[src/rtl/gdp_pkg.sv]
// gdp_pkg
//   Shared constants and helpers for the gated delay pipe.
//   STAT_W   : width of every statistics counter
//   stat_t   : statistics counter type
//   sat_inc  : increment that sticks at all-ones
// The per-stage record (valid + data) depends on the pipe's WIDTH, so it is
// declared inside gdp_stage where that parameter is in scope.
package gdp_pkg;

   localparam int STAT_W = 16;

   typedef logic [STAT_W-1:0] stat_t;

   function automatic stat_t sat_inc(input stat_t cnt, input logic inc);
      if (inc && (cnt != '1)) begin
         return cnt + stat_t'(1);
      end
      return cnt;
   endfunction

endpackage

[src/rtl/gdp_stage.sv]
// gdp_stage
//   One elastic register stage of the gated delay pipe.
//   Ports:
//     clk, rst  : clock, asynchronous active-high reset
//     up_v/up_d : beat offered by the upstream side (previous stage or input)
//     adv       : this stage may load this cycle (downstream has room)
//     flush     : clear the valid bit at the next edge, data untouched
//     v/d       : stage contents
module gdp_stage
   import gdp_pkg::*;
#(
   parameter int               WIDTH   = 8,
   parameter logic [WIDTH-1:0] CLR_VAL = '0
) (
   input  logic             clk,
   input  logic             rst,
   input  logic             up_v,
   input  logic [WIDTH-1:0] up_d,
   input  logic             adv,
   input  logic             flush,
   output logic             v,
   output logic [WIDTH-1:0] d
);

   typedef struct packed {
      logic             v;
      logic [WIDTH-1:0] d;
   } stage_t;

   stage_t stage_q, stage_d;

   always_comb begin
      stage_d = stage_q;
      if (flush) begin
         // flush beats an advance: the beat is dropped, data left in place
         stage_d.v = 1'b0;
      end else if (adv) begin
         stage_d.v = up_v;
         stage_d.d = up_d;
      end
   end

   always_ff @(posedge clk or posedge rst) begin
      if (rst) begin
         stage_q <= '{v: 1'b0, d: CLR_VAL};
      end else begin
         stage_q <= stage_d;
      end
   end

   assign v = stage_q.v;
   assign d = stage_q.d;

endmodule

[src/rtl/gated_delay_pipe.sv]
// gated_delay_pipe
//   Elastic DEPTH-stage delay line with per-beat enable gating: a beat
//   accepted with en=0 is stored as CLR_VAL. Valid/ready on both sides,
//   synchronous flush, registered occupancy.
//   Optional statistics counters: define GATED_DELAY_PIPE_STATS_EN.
//   Without it the stat_* ports are tied to zero.
//   Ports:
//     clk, rst               : clock, asynchronous active-high reset
//     en                     : 1 stores in_data, 0 stores CLR_VAL (accept cycle)
//     flush                  : drop every beat at the next edge
//     in_valid/in_ready/in_data    : upstream handshake
//     out_valid/out_ready/out_data : downstream handshake
//     occupancy              : number of valid stages
//     stat_in/out/stall/zero : accepts, deliveries, stalled cycles, en=0 accepts
module gated_delay_pipe
   import gdp_pkg::*;
#(
   parameter int               WIDTH   = 8,
   parameter int               DEPTH   = 2,
   parameter logic [WIDTH-1:0] CLR_VAL = '0,
   parameter int               OCC_W   = $clog2(DEPTH+1)
) (
   input  logic              clk,
   input  logic              rst,
   input  logic              en,
   input  logic              flush,
   input  logic              in_valid,
   output logic              in_ready,
   input  logic [WIDTH-1:0]  in_data,
   output logic              out_valid,
   input  logic              out_ready,
   output logic [WIDTH-1:0]  out_data,
   output logic [OCC_W-1:0]  occupancy,
   output logic [STAT_W-1:0] stat_in,
   output logic [STAT_W-1:0] stat_out,
   output logic [STAT_W-1:0] stat_stall,
   output logic [STAT_W-1:0] stat_zero
);

   logic [DEPTH-1:0] v;
   logic [DEPTH-1:0] adv;
   logic [DEPTH-1:0] up_v;
   logic [DEPTH-1:0] v_nxt;
   logic [WIDTH-1:0] d    [DEPTH];
   logic [WIDTH-1:0] up_d [DEPTH];
   logic             accept;
   logic [OCC_W-1:0] occ_q, occ_d;

   // Ready ripples from the output back to the input: a stage can load if
   // it is empty or the stage after it is moving.
   always_comb begin
      logic chain;
      adv   = '0;
      chain = out_ready;
      for (int i = DEPTH-1; i >= 0; i--) begin
         adv[i] = ~v[i] | chain;
         chain  = adv[i];
      end
   end

   assign in_ready  = adv[0] & ~flush;
   assign accept    = in_valid & in_ready;
   assign out_valid = v[DEPTH-1];
   assign out_data  = d[DEPTH-1];

   always_comb begin
      up_v    = '0;
      up_v[0] = accept;
      up_d[0] = en ? in_data : CLR_VAL;
      for (int i = 1; i < DEPTH; i++) begin
         up_v[i] = v[i-1];
         up_d[i] = d[i-1];
      end
   end

   for (genvar g = 0; g < DEPTH; g++) begin : g_stage
      gdp_stage #(
         .WIDTH   (WIDTH),
         .CLR_VAL (CLR_VAL)
      ) u_stage (
         .clk   (clk),
         .rst   (rst),
         .up_v  (up_v[g]),
         .up_d  (up_d[g]),
         .adv   (adv[g]),
         .flush (flush),
         .v     (v[g]),
         .d     (d[g])
      );
   end

   // Occupancy is counted from the valid bits the stages will hold after
   // this edge, so the registered value always matches the stages.
   always_comb begin
      occ_d = '0;
      for (int i = 0; i < DEPTH; i++) begin
         v_nxt[i] = flush ? 1'b0 : (adv[i] ? up_v[i] : v[i]);
         occ_d    = occ_d + OCC_W'(v_nxt[i]);
      end
   end

   always_ff @(posedge clk or posedge rst) begin
      if (rst) begin
         occ_q <= '0;
      end else begin
         occ_q <= occ_d;
      end
   end

   assign occupancy = occ_q;

`ifdef GATED_DELAY_PIPE_STATS_EN
   logic  deliver;
   stat_t stat_in_q, stat_in_d;
   stat_t stat_out_q, stat_out_d;
   stat_t stat_stall_q, stat_stall_d;
   stat_t stat_zero_q, stat_zero_d;

   // A delivery during flush still counts: the handshake happened this cycle.
   assign deliver = out_valid & out_ready;

   always_comb begin
      stat_in_d    = sat_inc(stat_in_q, accept);
      stat_out_d   = sat_inc(stat_out_q, deliver);
      stat_stall_d = sat_inc(stat_stall_q, out_valid & ~out_ready);
      stat_zero_d  = sat_inc(stat_zero_q, accept & ~en);
   end

   always_ff @(posedge clk or posedge rst) begin
      if (rst) begin
         stat_in_q    <= '0;
         stat_out_q   <= '0;
         stat_stall_q <= '0;
         stat_zero_q  <= '0;
      end else begin
         stat_in_q    <= stat_in_d;
         stat_out_q   <= stat_out_d;
         stat_stall_q <= stat_stall_d;
         stat_zero_q  <= stat_zero_d;
      end
   end

   assign stat_in    = stat_in_q;
   assign stat_out   = stat_out_q;
   assign stat_stall = stat_stall_q;
   assign stat_zero  = stat_zero_q;
`else
   assign stat_in    = '0;
   assign stat_out   = '0;
   assign stat_stall = '0;
   assign stat_zero  = '0;
`endif

endmodule

[config.mk]
export PLATFORM = sky130hd
export DESIGN_NAME = gated_delay_pipe
export DESIGN_NICKNAME = d
export VERILOG_FILES = /design/src/rtl/gdp_pkg.sv /design/src/rtl/gdp_stage.sv /design/src/rtl/gated_delay_pipe.sv
export SDC_FILE = /design/constraint.sdc
export NUM_CORES = 1
export LEC_CHECK = 0
export CORE_MARGIN = 5
export CORE_UTILIZATION = 45
export CTS_BUF_LIST = sky130_fd_sc_hd__clkbuf_4 sky130_fd_sc_hd__clkbuf_8 sky130_fd_sc_hd__clkbuf_16
export CTS_CLUSTER_DIAMETER = 40
export CTS_CLUSTER_SIZE = 12
export DETAILED_ROUTE_END_ITERATION = 8
export DONT_BUFFER_PORTS = 1
export GPL_TIMING_DRIVEN = 0
export SKIP_LAST_GASP = 1
export SYNTH_ARGS = -nofsm -noshare
export SYNTH_HDL_FRONTEND = slang
export SYNTH_SLANG_ARGS = --single-unit
[constraint.sdc]
create_clock -name clk -period 2.95 [get_ports clk]
set_clock_uncertainty 0.2 [all_clocks]
set_input_delay 0.295 -clock clk [delete_from_list [all_inputs] [get_ports clk]]
set_output_delay 0.295 -clock clk [all_outputs]
set_load 0.01 [all_outputs]
======== Word-level counts from Yosys, hierarchy flattened ========
Index checks and enable logic that the tools add are counted.
operators by class
  reductions and logical operators ........ 4
  muxes and demuxes ....................... 9
  bitwise gates (word level) .............. 7
  add/sub/neg operators ................... 1
operators with widths
  cell                  number
  two-way mux 9 bit     2
  two-way mux 8 bit     1
  two-way mux 1 bit     6
  AND reduction 2 bit   2
  nonzero test 2 bit    2
  NOT 1 bit             3
  adder 1 x 1 -> 2 bit  1
  bitwise AND 1 bit     2
  bitwise OR 1 bit      2
storage, ports and cells
  output and inout bits ................... 76
  flip-flop bits (word level) ............. 20

======== Depth between registers and ports, before layout ========
Gate-level depths: netlist of run 1.
  depth in word-level cells ............... 8
  mapped depth ............................ 5

======== Modules after synthesis ========
From an unflattened synthesis of run 1, not the netlist that was laid out.
second synthesis, totals
  cell total of the unflattened synthesis .. 130
  area, all modules ....................... 1426.4 um^2
modules (own cells, without submodules)
  module            area each (um^2)  sequential area each (um^2)  instances  cells an instance
  gdp_stage         387.9             225.2                        2          22
  gated_delay_pipe  650.6             50.0                         1          86

======== Worst setup path before layout of run 1 ========
Ideal clock, no wire load.
  path kind ............................... register -> output
  start ................................... register g_stage[1].u_stage.stage_q, in the netlist g_stage[1].u_stage.v
  end ..................................... output in_ready
  slack ................................... 1316 ps
  stages on the path, launching flop included .. 6
  data arrival time ....................... 1139 ps
  path through ............................ dfrtp_1 -> and3b_1 -> buf_6 -> or2_1 -> buf_6 -> inv_1
between the ends
  longest elaborated chain between the ends .. 4
RTL lines
  element                        RTL line                source
  from (decl)                    gdp_stage.sv:30         stage_t stage_q, stage_d;
  from (signal assigned)         gdp_stage.sv:45         stage_q <= '{v: 1'b0, d: CLR_VAL};
  from (signal assigned)         gdp_stage.sv:47         stage_q <= stage_d;
  NOT 1 bit                      gated_delay_pipe.sv:56  adv[i] = ~v[i] | chain;
  bitwise OR 1 bit (2 in a row)  gated_delay_pipe.sv:56
  bitwise AND 1 bit              gated_delay_pipe.sv:61  assign in_ready = adv[0] & ~flush;
  to (decl)                      gated_delay_pipe.sv:28  output logic in_ready,
No other way between the ends.

======== Worst setup path after layout of run 1 ========
  start ................................... register g_stage[1].u_stage.stage_q, in the netlist g_stage[1].u_stage.v
  end ..................................... register g_stage[0].u_stage.stage_q, in the netlist g_stage[0].u_stage.d[5]
between the ends
  longest elaborated chain between the ends .. 4
RTL lines
  element                        RTL line
  NOT 1 bit                      gated_delay_pipe.sv:56
  bitwise OR 1 bit (2 in a row)  gated_delay_pipe.sv:56
  AND reduction 2 bit (no line)  --
  to (signal assigned)           gdp_stage.sv:45
  to (signal assigned)           gdp_stage.sv:47
  to (decl)                      gdp_stage.sv:30
No other way between the ends.
A chain may end at the register's enable or synchronous reset.

==> metrics, run 1 <==
average routed wire per standard cell=9.917 um; Netlist cell types=17; vias per cell=3.598; initial antenna violation count=0; die span in x=65.33 um; drt total wl=2519 um; num ports=90; TritonCTS clock tree=built; Yosys top cell by area=buf_4; maximum clock rate=487.0 MHz; vias in the first global route=898; largest cells by area after synthesis=buf_4 39%, dfrtp_1 36%, mux2_2 6.5%, o21ai_2 5.1%, o21ai_0 2.9%; largest net degree at the start of global routing=21; GPL Wtd Cong=0.6910; Post-DP HPWL=1984 um; Primary FF master, synth=dfrtp_1; DRC violations left=0; # rows=20; crit-path max cell delay=0.55 ns; CTS hold repair buffers=12; EDFF count, synth=0; Setup crit end kind=register; CORE AREA=3003 um2; GRT Total Usage=12.03%; cell mode on critical path=buf_6; minimum clock period=2.053 ns; Yosys top cell area share=39.24%; worst setup margin=0.8967 ns; Relative slew margins=50.49%; Leak=1.091 nW; status=finished, final reports clean; ys async rst share=100.0%; Filler cells=277; crit-path max FO=10; htree depth=1; Die Y=65.33 um; # resized after CTS=0; PwrDens=403.3 nW/um2; most frequent cells after synthesis=72 x buf_4, 20 x dfrtp_1; global route overflow=0; Antenna Cells=0; Num CTS Buffers=3; Antenna Nets Post-Route=0; Clk Latency, worst-skew pair=0.29 ns; DP Worst Slack=1.221 ns; Peak VDD IR=0.2379 mV; Max Slew Vio Count=0; nets=237; Synth Warn #=0; Slew @ Worst Pin=0.7418 ns; area delta synth->final=32.70%; DRT Pass-1 Iters=4; # setup viols final=0; Final Hold Slack=0.1236 ns; cell area after synthesis=1378 um2; Crit path arrival time=2.10 ns; effective utilization at floorplan=45.87%; post-synthesis sequential area ratio=36.33%; Max-Cap Viols=0; Required @ worst endpoint=2.99 ns; Crit-path slowest cell=dlygate4sd3_1; count leader, synth=buf_4; port buffer count=0; Setup Fix Bufs, Post-CTS=0; critical path class=reg2reg; final hold violations=0; share of cells above drive strength 1=43.44%; Syn Area/Cell=9.701 um2; Worst-path clk slew=0.12 ns; Longest Clk Path Bufs=2; die area=4268 um2; Hold WC Path Type=in2reg; clock sinks=20; fin crit share=69.60%; RSZ-0062 raised after global routing=false; 1st-iter DRT viols=23; Vias=914; CP startpoint kind=register; Syn Inst Count=142; synthesis-stage register bit count=20; first-pass GRT wire length=3981 um; Setup TNS Final=0 ns; Root Buffer=clkbuf_4; crit-path cells=and3b_1 -> buf_6 -> or2_1 -> buf_6 -> o21ai_2 -> dlygate4sd3_1
## cell usage in the layout, fill, tap and decap left out, types with 2 or more instances in the layout
| cell type | count |
|---|---|
| buf_4 | 72 |
| buf_6 | 2 |
| clkbuf_4 | 3 |
| conb_1 | 64 |
| dfrtp_1 | 20 |
| dlygate4sd3_1 | 12 |
| inv_1 | 2 |
| mux2_2 | 8 |
| nand2_1 | 8 |
| nor2_1 | 6 |
| o21ai_0 | 8 |
| o21ai_2 | 8 |
## power by group
part | switching [mW] | leakage (nW) | internal, mW
combinational | 0.0925 | 0.802 | 0.107
clock | 0.0871 | 0.0279 | 0.137
sequential | 0.0136 | 0.261 | 0.300
total | 0.193 | 1.09 | 0.544
## worst paths after layout
path | from | to | slack, ns | cells after the start
setup / recovery | g_stage[1].u_stage.v | g_stage[0].u_stage.d[5] | 0.90 | 6
hold reg to reg | g_stage[0].u_stage.d[1] | g_stage[1].u_stage.d[1] | 0.32 | 1
min in group asynchronous | rst | g_stage[1].u_stage.d[3] | 0.34 | 2
max in group asynchronous | rst | occupancy[0] | 1.74 | 2
setup reg to reg | g_stage[1].u_stage.v | g_stage[0].u_stage.d[5] | 0.90 | 6
hold / removal | flush | g_stage[0].u_stage.d[2] | 0.12 | 3
## layer usage
metal | vias to the layer above | wire length (um) | GRT usage [%]
met2 | 46 | 1385 | 22.12
met3 | 4 | 227 | 3.761
met4 | 0 | 36 | 4.663
li1 | 470 | - | -
met5 | - | 0 | 0
met1 | 394 | 869 | 12.63
## cells by family after synthesis
| logic type | Yosys count | share of synthesized area (%) |
|---|---|---|
| AO/OA/AOI/OAI | 16 | 7.993 |
| adder cells (fa/ha/maj) | 1 | 0.9081 |
| buffers and inverters | 78 | 41.96 |
| flip-flops | 20 | 36.33 |
| multiplexers | 8 | 6.540 |
| other | 1 | 0.2722 |
| AND/OR/NAND/NOR | 18 | 5.995 |
## flip-flops by register name (all words and copies together), names as in the netlist
register,count
g_stage.u_stage.v,2
occupancy,2
g_stage.u_stage.d,16
## final cells by class
| class | instances | area (um2) | share of cell area [%] |
|---|---|---|---|
| plain buffers | 76 | 570.5 | 31.21 |
| flip-flops and latches | 20 | 500.5 | 27.38 |
| repair buffers | 12 | 120.1 | 6.571 |
| inverters | 2 | 7.507 | 0.4107 |
| multi-input cells | 107 | 535.5 | 29.30 |
| clock inverters | 1 | 30.03 | 1.643 |
| clock buffers | 3 | 22.52 | 1.232 |
| well taps | 33 | 41.29 | 2.259 |
## worst max-delay path: cells and delay by family (launching register included)
| family | cells | cell delay (ns) |
|---|---|---|
| buffers and inverters | 3 | 0.84 |
| AOI/OAI and AO/OA | 1 | 0.12 |
| DFF | 1 | 0.44 |
| and+or+nand+nor | 2 | 0.40 |
## through the flow
step / total power [mW] / cells / instance area, um2 / utilization (%)
after floorplan: 0.4865 / 205 / 1614 / -
after global routing: 0.7780 / 254 / 1828 / 60.88
after global placement: 0.4984 / 238 / 1655 / 55.13
final: 0.7373 / 254 / 1828 / 60.88
after detailed placement: 0.5009 / 238 / 1655 / 55.13
after CTS: 0.7361 / 254 / 1828 / 60.88
No activity file was read; power rests on OpenSTA's default activity.
==> run 2, diff against run 1 <==
- clock period: 2.95 -> 1.9 ns (I/O delays scaled with it)
==> metrics, run 2 (same netlist as run 1, synthesis figures left out) <==
initial antenna violation count=0 (unchanged); internal power=0.8445 mW (was 0.5442 mW); area delta synth->final=34.15% (was 32.70%); TritonCTS clock tree=built (unchanged); total chip power=1.144 mW (was 0.7373 mW); Root Buffer=clkbuf_4 (unchanged); Vias=931 (was 914); Hold WC Path Type=in2reg (unchanged); metal2 WL=1451 um (was 1385 um); Leak=1.104 nW (was 1.091 nW); htree depth=1 (unchanged); share of cells above drive strength 1=45.09% (was 43.44%); max FFs per register=16 (unchanged); num ports=90 (unchanged); CP startpoint kind=register (unchanged); die area=4268 um2 (unchanged); Slew @ Worst Pin=0.7535 ns (was 0.7418 ns); RR Startpoint=g_stage[1].u_stage.v (unchanged); Die Y=65.33 um (unchanged); average routed wire per standard cell=10.15 um (was 9.917 um); Clock power frac=30.3% (was 30.4%); DRT Pass-1 Iters=4 (unchanged); Layout Cells excl Fill=257 (was 254); status=finished, final reports clean (unchanged); Cells after DPL=238 (unchanged); Num CTS Buffers=3 (unchanged); Final Hold Slack=0.02254 ns (was 0.1236 ns); final hold violations=0 (unchanged); clock sinks=20 (unchanged); Worst Hold Launch=flush (unchanged); global route overflow=0 (unchanged); DR WL met3=196 um (was 227 um); vias in the first global route=896 (was 898); DRC violations left=0 (unchanged); Post-DP HPWL=1984 um (unchanged); Max Slew Vio Count=0 (unchanged); Longest Clk Path Bufs=2 (unchanged); worst setup margin=0.06893 ns (was 0.8967 ns); # setup viols final=0 (unchanged); GPL Wtd Cong=0.6910 (unchanged); Relative slew margins=49.71% (was 50.49%); commonest non-fill, non-tap cell in the layout=buf_4 (unchanged); Crit path arrival time=1.44 ns (was 2.10 ns); crit-path max FO=5 (was 10); Sw Ratio=26.21% (was 26.20%); area of placed instances=1655 um2 (unchanged); drt total wl=2608 um (was 2519 um); Setup crit end kind=primary output (was register); Comb pwr share=27.2% (was 27.1%); Required @ worst endpoint=1.51 ns (was 2.99 ns); vias per cell=3.623 (was 3.598); largest net degree at the start of global routing=21 (unchanged); Setup TNS Final=0 ns (unchanged); Peak VDD IR=0.3699 mV (was 0.2379 mV); Seq pwr share=42.5% (about the same); M1 wire length=949 um (was 869 um); Max-Cap Viols=0 (unchanged); max layer used=met4 (unchanged); Filler cells=273 (was 277); fin crit share=96.37%; # rows=20 (unchanged); GRT Total Usage=12.28% (was 12.03%); Antenna Cells=0 (unchanged); critical path class=reg2out (was reg2reg); minimum clock period=1.831 ns; origin of the worst setup path=g_stage[1].u_stage.v (unchanged); RSZ-0062 raised after global routing=false (unchanged); Core Util, Final=61.54% (was 60.88%); nets=240 (was 237); port buffer count=0 (unchanged); Antenna Nets Post-Route=0 (unchanged); CORE AREA=3003 um2 (unchanged); Worst-path clk slew=0.12 ns (about the same); first-pass GRT wire length=4050 um (was 3981 um); PwrDens=619.3 nW/um2 (was 403.3 nW/um2); Clk Latency, worst-skew pair=0.29 ns (about the same); most frequent cells in the layout=76 x buf_4, 64 x conb_1, 20 x dfrtp_1 (was 72 x buf_4, 64 x conb_1, 20 x dfrtp_1); DP Worst Slack=0.1707 ns (was 1.221 ns); effective utilization at floorplan=45.87% (unchanged); die span in x=65.33 um (unchanged); maximum clock rate=546.1 MHz; final instance area=1848 um2 (was 1828 um2); 1st-iter DRT viols=25 (was 23); Sw Pwr=0.3000 mW (was 0.1931 mW)
-- run 2: power by group through the flow --
stage / clock, mW / combinational [mW] / sequential, mW
2_1_floorplan: 0 / 0.266 / 0.489
3_3_place_gp: 0 / 0.279 / 0.494
3_5_place_dp: 0 / 0.281 / 0.496
4_1_cts: 0.352 / 0.303 / 0.488
5_1_grt: 0.375 / 0.341 / 0.492
6_report: 0.347 / 0.311 / 0.486
-- run 2: layout make-up --
cell class	instances	area, um2	area share [%]
Buffer	76	570.5	30.87
Multi-Input combinational cell	107	535.5	28.98
Sequential cell	20	500.5	27.08
Inverter	2	7.507	0.4062
Clock buffer	3	22.52	1.219
Clock inverter	1	30.03	1.625
Timing Repair Buffer	15	140.1	7.583
Tap cell	33	41.29	2.234
-- run 2: final timing paths --
path / end / slack (ns) / depth (start not counted)
setup / recovery: in_ready / 0.07 / 5
min in group asynchronous: g_stage[1].u_stage.d[3] / 0.24 / 2
hold / removal: g_stage[1].u_stage.d[4] / 0.02 / 2
max in group asynchronous: occupancy[1] / 0.78 / 2
setup reg to reg: g_stage[1].u_stage.d[6] / 0.18 / 3
hold reg to reg: g_stage[1].u_stage.d[1] / 0.32 / 1
-- run 2: worst max-delay path: stages, from the launching register on --
cell     delay (ns)
dfrtp_1        0.44
and3b_1        0.19
buf_6          0.12
or2_1          0.21
buf_6          0.12
inv_2          0.06
-- run 2: what timing repair did --
| action | 4_1_cts | 5_1_grt |
|---|---|---|
| hold buffers | 11 | 0 |
| resized for setup | 1 | 0 |
| endpoints found under the hold margin | 30 | 0 |
| buffers inserted | 1 | 3 |
| endpoints found under the setup margin | 1 | 1 |
| pin swaps | 1 | 1 |
-- run 2: metal layers --
metal / vias to the layer above / GRT usage (%)
li1: 475 / -
met1: 409 / 13.92
met2: 45 / 21.87
met3: 2 / 3.248
met4: 0 / 4.663
met5: - / 0
==> run 3, diff against run 2 <==
- ABC_AREA: default -> 1
- CORE_ASPECT_RATIO: default -> 0.7
- HOLD_SLACK_MARGIN: default -> 0.06
==> metrics, run 3 <==
Syn Inst Count=176 (was 142); Syn Area/Cell=7.998 um2 (was 9.701 um2); vias per cell=3.449 (was 3.623); Filler cells=299 (was 273); synthesis-stage register bit count=20 (unchanged); share of cells above drive strength 1=32.68% (was 45.09%); Setup crit end kind=primary output (unchanged); cell area after synthesis=1408 um2 (was 1378 um2); ys async rst share=100.0% (unchanged); Post-DP HPWL=2017 um (was 1984 um); largest cells by area after synthesis=buf_4 38%, dfrtp_1 36%, nand2_1 11%, nand3_1 6.0%, inv_1 3.5% (was buf_4 39%, dfrtp_1 36%, mux2_2 6.5%, o21ai_2 5.1%, o21ai_0 2.9%); final instance area=1857 um2 (was 1848 um2); Crit-path slowest cell=dlygate4sd3_1 (was dfrtp_1); DP Worst Slack=0.4192 ns (was 0.1707 ns); Yosys top cell by area=buf_4 (unchanged); Primary FF master, synth=dfrtp_1 (unchanged); Root Buffer=clkbuf_8 (was clkbuf_4); num ports=90 (unchanged); Worst Hold Depth=5 (was 2); most frequent cells after synthesis=72 x buf_4, 41 x nand2_1, 20 x dfrtp_1 (was 72 x buf_4, 20 x dfrtp_1); max FFs per register=16 (unchanged); TritonCTS clock tree=built (unchanged); vias in the first global route=1003 (was 896); initial antenna violation count=0 (unchanged); Peak VDD IR=0.3358 mV (was 0.3699 mV); most frequent cells in the layout=72 x buf_4, 64 x conb_1, 41 x nand2_1 (was 76 x buf_4, 64 x conb_1, 20 x dfrtp_1); Seq. cell area=500.5 um2 (unchanged); DRC violations left=0 (unchanged); area of placed instances=1692 um2 (was 1655 um2); commonest non-fill, non-tap cell in the layout=buf_4 (unchanged); critical path class=in2out (was reg2out); PwrDens=589.5 nW/um2 (was 619.3 nW/um2); crit-path cells=dlygate4sd3_1 -> inv_2 -> nand2_2 -> inv_1 (was and3b_1 -> buf_6 -> or2_1 -> buf_6 -> inv_2); htree depth=1 (unchanged); # setup viols final=0 (unchanged); global route overflow=0 (unchanged); die span in x=76.85 um (was 65.33 um); Leak=1.216 nW (was 1.104 nW); Synth Warn #=0 (unchanged); Num CTS Buffers=3 (unchanged); worst setup margin=0.2419 ns (was 0.06893 ns); average routed wire per standard cell=8.541 um (was 10.15 um); effective utilization at floorplan=45.64% (was 45.87%); largest net degree at the start of global routing=21 (unchanged); fin crit share=87.27% (was 96.37%); die area=4364 um2 (was 4268 um2); Antenna Nets Post-Route=0 (unchanged); Setup TNS Final=0 ns (unchanged); Hold WC Path Type=in2reg (unchanged); Yosys top cell area share=38.40% (was 39.24%); area delta synth->final=31.91% (was 34.15%); GPL Wtd Cong=0.7341 (was 0.6910); Crit path arrival time=1.27 ns (was 1.44 ns); Longest Clk Path Bufs=2 (unchanged); status=finished, final reports clean (unchanged); RSZ-0062 raised after global routing=false (unchanged); 1st-iter DRT viols=20 (was 25); clock sinks=20 (unchanged); Vias=1007 (was 931); Slew @ Worst Pin=0.7350 ns (was 0.7535 ns); port buffer count=0 (unchanged); crit-path max FO=9 (was 5); Netlist cell types=12 (was 17); Required @ worst endpoint=1.51 ns (about the same); maximum clock rate=603.1 MHz (was 546.1 MHz); final hold violations=0 (unchanged); CORE AREA=3084 um2 (was 3003 um2); crit-path max cell delay=0.61 ns (was 0.44 ns); count leader, synth=buf_4 (unchanged); CP startpoint kind=primary input (was register); first-pass GRT wire length=4422 um (was 4050 um); drt total wl=2494 um (was 2608 um); post-synthesis sequential area ratio=35.56% (was 36.33%); GRT Total Usage=12.11% (was 12.28%); Max Slew Vio Count=0 (unchanged); Max-Cap Viols=0 (unchanged); DRT Pass-1 Iters=4 (unchanged); minimum clock period=1.658 ns (was 1.831 ns); Antenna Cells=0 (unchanged); multi-input gate area in the final layout=524.3 um2 (was 535.5 um2); # rows=17 (was 20); R2R depth=4 (was 3); Relative slew margins=50.94% (was 49.71%); EDFF count, synth=0 (unchanged); nets=270 (was 240); Core Util, Final=60.20% (was 61.54%); Clk Latency, worst-skew pair=0.25 ns (was 0.29 ns); Die Y=56.80 um (was 65.33 um); Worst-path clk slew=0.07 ns (was 0.12 ns)
run 3: cell count changes after synthesis, sizes merged:
cell / change
nor2: -7
and3b: -1
nand2: +35
nand3: +17
mux2: -8
o21ai: -16
a21oi: +4
buf: +1
clkbuf: -1
inv: +12
and2b: -1
or2: -1
run 3: stage by stage:
stage               std cells  power, mW  hold slack [ns]
detailed placement        277     0.7672          0.05780
global placement          277     0.7643          0.05125
CTS                       292      1.104           0.1049
floorplan                 239     0.7429         -0.04617
finish                    292      1.095           0.1018
global route              292      1.175           0.1314
run 3: final cells by class:
cell class                      count  area share [%]
Timing Repair Buffer               11           5.930
Inverter                           14           2.830
Tap cell                           38           2.561
Multi-Input combinational cell    129           28.23
Sequential cell                    20           26.95
Buffer                             76           30.53
Clock buffer                        4           2.965
run 3: report_power, final:
| group | switching, mW | total [mW] | internal (mW) |
|---|---|---|---|
| logic | 0.147 | 0.296 | 0.149 |
| registers | 0.0225 | 0.486 | 0.464 |
| clock network | 0.129 | 0.313 | 0.184 |
run 3: path summary, 6_finish.rpt:
kind | from | to | slack, ns
min reg2reg | g_stage[1].u_stage.d[6] | g_stage[1].u_stage.d[6] | 0.27
max | flush | in_ready | 0.24
max reg2reg | g_stage[1].u_stage.v | occupancy[0] | 0.42
max in group asynchronous | rst | g_stage[0].u_stage.d[5] | 0.73
min in group asynchronous | rst | g_stage[1].u_stage.d[6] | 0.31
min | out_ready | g_stage[1].u_stage.d[6] | 0.10
run 3: cell families (layout without fill, tap and decap cells):
family          Yosys count  count (layout)  share of synthesized area (%)
buf+inv                  90             105                          44.00
simple gates             60              60                          17.87
flops                    20              20                          35.56
compound gates            4               4                          1.422
fa+ha+maj                 1               1                         0.8887
other cells               1              64                         0.2664
run 3: worst max-delay path, delay by kind of cell:
| family | cells | cell delay (ns) |
|---|---|---|
| buffers and inverters | 3 | 0.92 |
| AND/OR/NAND/NOR | 1 | 0.15 |
run 3: layer usage:
layer | GRT usage (%) | vias to the layer above | share of wire [%]
li1 | - | 555 | -
met3 | 5.449 | 2 | 10
met2 | 17.90 | 51 | 43
met5 | 0 | - | 0
met4 | 2.244 | 0 | 0.84
met1 | 16.31 | 399 | 46
run 3: repair_timing:
item / in CTS / in global routing
hold buffers: 11 / 0
gates resized for setup: 0 / 0
buffers inserted: 0 / 0
hold endpoints to repair: 38 / 0
